## src/rtl/risc8_mem_arb.sv

```systemverilog
// Two-port memory arbiter for the RISC8 core. Port 0 is the datapath and port 1 is DMA/COM.
// Port 1 has starvation relief and a locked-burst mode. Read data returns one cycle after the grant.
module risc8_mem_arb #(
  parameter int STARVE_MAX = 3,
  parameter int BURST_MAX  = 8
) (
  input  logic        clk,
  input  logic        rst,
  input  logic        p0_req,
  input  logic        p0_we,
  input  logic [23:0] p0_addr,
  input  logic [15:0] p0_wdata,
  output logic        p0_gnt,
  output logic        p0_rvalid,
  input  logic        p1_req,
  input  logic        p1_we,
  input  logic [23:0] p1_addr,
  input  logic [15:0] p1_wdata,
  input  logic        p1_lock,
  output logic        p1_gnt,
  output logic        p1_rvalid,
  output logic [15:0] rdata,
  output logic        mem_en,
  output logic        mem_we,
  output logic [23:0] mem_addr,
  output logic [15:0] mem_wr,
  input  logic [15:0] mem_rd
);

  localparam int SW = (STARVE_MAX < 3) ? 2 : $clog2(STARVE_MAX + 1);
  localparam int BW = (BURST_MAX < 2) ? 1 : $clog2(BURST_MAX + 1);
  localparam logic [SW-1:0] STARVE_LIM = SW'(STARVE_MAX);
  localparam logic [BW-1:0] BURST_LIM  = BW'(BURST_MAX);

  typedef enum logic {IDLE, LOCK1} state_t;

  state_t        r_state, w_state_nxt;
  logic [SW-1:0] r_starve, w_starve_nxt;
  logic [BW-1:0] r_burst, w_burst_nxt;
  logic          r_rv0, r_rv1;

  logic w_starved, w_burst_full, w_locked;
  logic w_p0_gnt, w_p1_gnt;

  assign w_starved    = (r_starve == STARVE_LIM);
  assign w_burst_full = (r_burst == BURST_LIM);
  // A full burst only yields when port 0 is actually waiting; otherwise the lock keeps running.
  assign w_locked     = (r_state == LOCK1) & p1_lock & ~(w_burst_full & p0_req);

  // Grants are gated by rst so every output is quiet while reset is held.
  assign w_p1_gnt = ~rst & p1_req & (w_starved | w_locked | ~p0_req);
  assign w_p0_gnt = ~rst & p0_req & ~w_p1_gnt;

  assign p0_gnt = w_p0_gnt;
  assign p1_gnt = w_p1_gnt;

  always_comb begin
    w_state_nxt = r_state;
    w_burst_nxt = r_burst;
    case (r_state)
      IDLE: begin
        w_burst_nxt = '0;
        if (w_p1_gnt & p1_lock) begin
          w_state_nxt = LOCK1;
          w_burst_nxt = BW'(1);
        end
      end
      LOCK1: begin
        if (w_p1_gnt & w_locked) begin
          if (!w_burst_full) w_burst_nxt = r_burst + BW'(1);
        end else begin
          w_state_nxt = IDLE;
          w_burst_nxt = '0;
        end
      end
      default: begin
        w_state_nxt = IDLE;
        w_burst_nxt = '0;
      end
    endcase
  end

  always_comb begin
    w_starve_nxt = r_starve;
    if (w_p1_gnt)
      w_starve_nxt = '0;
    else if (p1_req && !w_starved)
      w_starve_nxt = r_starve + SW'(1);
  end

  always_ff @(posedge clk or posedge rst) begin
    if (rst) begin
      r_state  <= IDLE;
      r_starve <= '0;
      r_burst  <= '0;
      r_rv0    <= 1'b0;
      r_rv1    <= 1'b0;
    end else begin
      r_state  <= w_state_nxt;
      r_starve <= w_starve_nxt;
      r_burst  <= w_burst_nxt;
      r_rv0    <= w_p0_gnt & ~p0_we;
      r_rv1    <= w_p1_gnt & ~p1_we;
    end
  end

  always_comb begin
    mem_en   = 1'b0;
    mem_we   = 1'b0;
    mem_addr = '0;
    mem_wr   = '0;
    if (w_p0_gnt) begin
      mem_en   = 1'b1;
      mem_we   = p0_we;
      mem_addr = p0_addr;
      mem_wr   = p0_wdata;
    end else if (w_p1_gnt) begin
      mem_en   = 1'b1;
      mem_we   = p1_we;
      mem_addr = p1_addr;
      mem_wr   = p1_wdata;
    end
  end

  assign p0_rvalid = r_rv0;
  assign p1_rvalid = r_rv1;
  assign rdata     = (r_rv0 | r_rv1) ? mem_rd : '0;

endmodule

```

## config.mk

```make
export PLATFORM = sky130hd
export DESIGN_NAME = risc8_mem_arb
export DESIGN_NICKNAME = d
export VERILOG_FILES = /design/src/rtl/risc8_mem_arb.sv
export SDC_FILE = /design/constraint.sdc
export NUM_CORES = 1
export LEC_CHECK = 0
export CELL_PAD_IN_SITES_DETAIL_PLACEMENT = 1
export CELL_PAD_IN_SITES_GLOBAL_PLACEMENT = 1
export CORE_UTILIZATION = 14
export DETAILED_ROUTE_END_ITERATION = 6
export GPL_TIMING_DRIVEN = 0
export PLACE_DENSITY = 0.93
export SYNTH_ARGS = -nofsm -noshare
export SYNTH_HDL_FRONTEND = slang
export SYNTH_SLANG_ARGS = --single-unit
```

## constraint.sdc

```tcl
create_clock -name clk -period 2.4 [get_ports clk]
set_input_delay 0.48 -clock clk [delete_from_list [all_inputs] [get_ports clk]]
set_output_delay 0.48 -clock clk [all_outputs]
set_load 0.01 [all_outputs]
```

# Word level (Yosys, flattened, before mapping)
# Index checks and enable logic that the tools add are counted.
[totals] inputBits=103 regBits=9 word_cells=52 out_inout_bits=62
[classes] add_sub_neg=2 mux=18 n_bitwise=21 n_eq_ne=3 reduce_logical=3
[op_table] op="$mux 16" count=3
[op_table] op="$mux 24" count=2
[op_table] op="$and 1x1->1" count=11
[op_table] op="$mux 4" count=2
[op_table] op="$pmux 4 s2" count=1
[op_table] op="$mux 1" count=7
[op_table] op="$not 1->1" count=7
[op_table] op="$add 4x1->4 const B" count=1
[op_table] op="$eq 4x4->1 const B" count=1
[op_table] op="$mux 2" count=2
[op_table] op="$ne 3x3->1 const B" count=1
[op_table] op="$or 1x1->1" count=3
[op_table] op="$add 2x1->2 const B" count=1
[op_table] op="$eq 2x2->1 const B" count=1
[op_table] op="$pmux 1 s2" count=1
[op_table] op="$reduce_bool 2->1" count=1
[op_table] op="$logic_and 1x1->1" count=1
[op_table] op="$logic_not 1->1" count=1

# Depth between registers and ports, before layout
[logic_depth] word_depth=10 ltp_mapped=8 mapped_depth_nobuf=5

# Worst setup path before layout
# Ideal clock, no wire load.
[synth_timing] path_type="reg2out" start="register r_burst[0]" end="output port mem_addr[11]" stages_incl_launch_ff=9 setup_slack_ps=309 n_path_buf=3 t_required_ps=1920 t_arrival_ps=1611 path_cell_list="dfrtp_1 inv_1 ha_1 and3b_1 buf_6 o2111a_1 buf_6 buf_6 a22o_1"
[synth_between] elab_chain_len=10 word_cells_on_any_way=11 classes_between="1 x eq/ne; 2 x mux; 8 x bitwise"
[synth_rtl] element="start, declared" line_no="39" rtl="logic [BW-1:0] r_burst, w_burst_nxt;"
[synth_rtl] element="start signal, assigned" line_no="101" rtl="r_burst <= w_burst_nxt;"
[synth_rtl] element="$eq 4x4->1" line_no="46" rtl="assign w_burst_full = (r_burst == BURST_LIM);"
[synth_rtl] element="$and 1x1->1" line_no="48" rtl="assign w_locked = (r_state == LOCK1) & p1_lock & ~(w_burst_full & p0_req);"
[synth_rtl] element="$not 1->1" line_no="48"
[synth_rtl] element="$and 1x1->1" line_no="48"
[synth_rtl] element="$or 1x1->1 (2 in series)" line_no="51" rtl="assign w_p1_gnt = ~rst & p1_req & (w_starved | w_locked | ~p0_req);"
[synth_rtl] element="$and 1x1->1" line_no="51"
[synth_rtl] element="$not 1->1" line_no="52" rtl="assign w_p0_gnt = ~rst & p0_req & ~w_p1_gnt;"
[synth_rtl] element="$and 1x1->1" line_no="52"
[synth_rtl] element="net p0_gnt" line_no="13" rtl="output logic p0_gnt,"
[synth_rtl] element="$mux 24" line_no="112" rtl="if (w_p0_gnt) begin"
[synth_rtl] element="end, declared" line_no="25" rtl="output logic [23:0] mem_addr,"
# The timed path passes the listed nets, and every way through them passes these cells.

# Worst setup path in the final report
[layout_timing] start="register r_burst[0]" end="output port mem_wr[8]"
[layout_between] elab_chain_len=10 word_cells_on_any_way=11 classes_between="1 x eq/ne; 2 x mux; 8 x bitwise"
[layout_rtl] element="$eq 4x4->1 *" line_no="46"
[layout_rtl] element="$and 1x1->1 *" line_no="48"
[layout_rtl] element="$not 1->1 *" line_no="48"
[layout_rtl] element="$and 1x1->1 *" line_no="48"
[layout_rtl] element="$or 1x1->1 * (2 in series)" line_no="51"
[layout_rtl] element="$and 1x1->1 *" line_no="51"
[layout_rtl] element="$not 1->1" line_no="52"
[layout_rtl] element="$and 1x1->1" line_no="52"
[layout_rtl] element="$mux 16 *" line_no="112"
[layout_rtl] element="end, declared" line_no="26" rtl="output logic [15:0] mem_wr,"
# Every way passes the cells marked *; elsewhere a longest branch is shown, timed or not.

==> reports/qor.txt <==
Int Pwr: 0.677 mW
Via/cell ratio: 4.37
RSZ-0062 raised after global routing: yes
Nets: 412
CTS max path bufs: 2
Commonest non-fill, non-tap cell in the layout: clkdlybuf4s50_1
Failing checks: setup timing
Antenna Violating Nets Remaining: 0
I/O Buffers: 164
Combinational Power Share: 0.632
Sw Ratio: 0.329
# DRC: 0
Worst-path fanout max: 8
Post-synthesis mux area share: 0.0200
Number of antenna cells inserted: 0
Fin crit period: 2.44 ns
Die X: 89.3 µm
Largest family of logic cells by synthesized area: compound AO/OA/AOI/OAI gates
# Max-Cap Violations: 0
Commonest non-fill, non-tap cells in the layout: 117 x clkdlybuf4s50_1, 40 x a22o_1, 38 x buf_2
Initial antenna violation count: 0
Final core occ: 0.398
R2r worst-path depth: 8
Outcome: finished, violations left
Iter 0 DRT Violations: 20
Slew HR: 0.813
WP depth: 8
Die Area: 7970 µm²
CP cell instances: inv_2, ha_4, and3b_2, o2111a_1, buf_6, buf_6, a22o_1, buf_2
Clock slew at reported path FFs: 0.05 ns
Worst Hold Class: reg -> reg
First-pass GRT wire length: 9.19 mm
Vias: 1764
Rows: 31
Crit path kind: reg -> out
Synth top area cells: a22o_1 33%, dfrtp_1 21%, nor2b_1 12%, buf_6 6.3%, ha_1 3.5%
Post-synth EDFFs: 0
Synth Flop Type: dfrtp_1
CTS H-tree lvls: 1
Vias in the first global route: 1827
Max Freq: 0.409 GHz
Drt wl/cell: 16.9 µm
Xor/xnor cell area share of the yosys netlist: 0.0246
Hold Path Cell Cnt: 2
Final WS setup: -0.0438 ns
Largest net degree at the start of global routing: 11
Clk Latency, worst-skew pair: 0.23 ns
Syn Nets: 224
Cts hold-fix bufs: 0
PD cells: 348 nW/µm²
Routed WL: 6.84 mm
Top-level I/O count: 165
Core area: 7290 µm²
Die H: 89.3 µm
GR Util All Layers: 0.151
Final slew viol count: 0
Placed instance area: 2830 µm²
Area Growth Syn to Fin: 172%
HPWL Detailed: 5.19 mm
Compound-gate portion of the synthesized area: 0.388
Setup crit end kind: output pin
Crit-path most repeated cell: buf_6
Critical Path Start Type: flop
Area leader, netlist: a22o_1
Ys Warns: 0
Place WS: -0.777 ns
Synthesized cell area: 1070 µm²
Simple-Gate Fraction of Synth Area: 0.221
Clk pwr share: 0.179
Final hold violations: 0
Register area share after synthesis: 0.211
Initial core utilization: 0.146
Grt total ovfl: 0
Sequential power share: 0.189
VDD IR-drop max: 0.137 mV
CP bufs+invs: 4
GP Congestion: 0.816
Synth cell types: 26
Worst EP arrival: 1.96 ns
Pleak: 1.33 nW
Slowest stage delay, CP: 0.38 ns
Final Instance Area: 2900 µm²
Sw Pwr: 0.332 mW
Mapped Avg Cell Area: 9.03 µm²
CP max-delay cell: dfrtp_1
Root buffer cell: clkbuf_8
Clock sinks: 9
Critical path's top delay family: buffers and inverters
Cts bufs inserted: 3
Final Cycle Share: 1.02
Worst Path Required: 1.92 ns
CTS tree: built
Async SR Flop Fraction: 1.00
Adder-cell share of the synthesized area: 0.0352
Final setup vio count: 38
First-pass iteration count of the detailed router: 4
Post-synth top area share: 0.329
Post-Syn Instances: 118
Worst-margin pin slew: 0.280 ns
Clock skew: 0.00564 ns
Layout cell share with drive strength beyond 1: 0.279
Synthesized flop and latch total: 9
==> synth_stat cells (3+ instances only) <==
| cell type | instances |
|---|---|
| nor2b_1 | 21 |
| nand3_1 | 4 |
| dfrtp_1 | 9 |
| a22o_1 | 40 |
| ha_1 | 3 |
| buf_2 | 4 |
| nor2_1 | 6 |
| buf_6 | 6 |
| inv_1 | 4 |
==> metrics by stage <==
step	hold WS [ns]	setup TNS (ns)	power [mW]	instances
2_1_floorplan	0.321	0	0.441	118
4_1_cts	0.567	-0.586	1.01	399
3_5_place_dp	0.555	-30.90	0.845	381
6_report	0.578	-0.717	1.01	404
5_1_grt	0.570	-3.05	1.07	404
3_3_place_gp	0.506	-30.21	0.826	381
==> routing by layer <==
layer,up-vias,global-route usage,share of wire
met4,0,0.0476,0.013
li1,822,-,-
met5,-,0,0
met3,8,0.0305,0.094
met2,95,0.312,0.55
met1,839,0.149,0.35
==> what timing repair did <==
| action | 4_1_cts | 5_1_grt |
|---|---|---|
| setup buffers | 13 | 5 |
| resized for setup | 186 | 9 |
| cloned | 2 | 0 |
| endpoints found under the hold margin | 0 | 0 |
| pin swaps | 3 | 3 |
| endpoints found under the setup margin | 53 | 46 |
==> kinds of logic (layout without fill, tap and decap cells) <==
group,Yosys count,count (layout)
AO/OA/AOI/OAI,46,46
XOR/XNOR,3,3
multiplexers,2,2
AND/OR/NAND/NOR,40,40
flip-flops,9,9
adder cells (fa/ha/maj),3,3
buffers and inverters,15,202
==> final timing paths <==
check                       startpoint           to  slack [ns]
max                         r_burst[0]    mem_wr[8]       -0.04
min                        r_starve[1]  r_starve[1]        0.58
max reg2reg                 r_burst[0]    p0_rvalid        0.65
min reg2reg                r_starve[1]  r_starve[1]        0.58
max in group asynchronous          rst    p1_rvalid        1.67
min in group asynchronous          rst   r_burst[3]        0.59
==> cell type report <==
cell class	count	area (µm²)
Clock buffer	4	45.0
Multi-Input combinational cell	94	769
Timing Repair Buffer	184	1610
Sequential cell	9	225
Tap cell	99	124
Fill cell	882	4390
Buffer	10	110
Inverter	4	18.8
==> flip-flops by register name, summed over array words and instances, names as in the netlist <==
name,count
r_burst,4
r_starve,2
p1_rvalid,1
p0_rvalid,1
r_state,1
==> tightest hold or removal path: stages (launching register included) <==
cell,delay [ns]
dfrtp_1,0.37
mux2i_1,0.08
nor2_1,0.09
==> power by group through the flow <==
| stage | combinational (mW) | sequential (mW) | clock, mW |
|---|---|---|---|
| after global routing | 0.684 | 0.191 | 0.193 |
| final | 0.639 | 0.191 | 0.181 |
| after floorplan | 0.255 | 0.187 | 0 |
| after detailed placement | 0.655 | 0.190 | 0 |
| after CTS | 0.641 | 0.188 | 0.183 |
| after global placement | 0.638 | 0.188 | 0 |
Note: power is estimated with default switching activity, not from simulation.
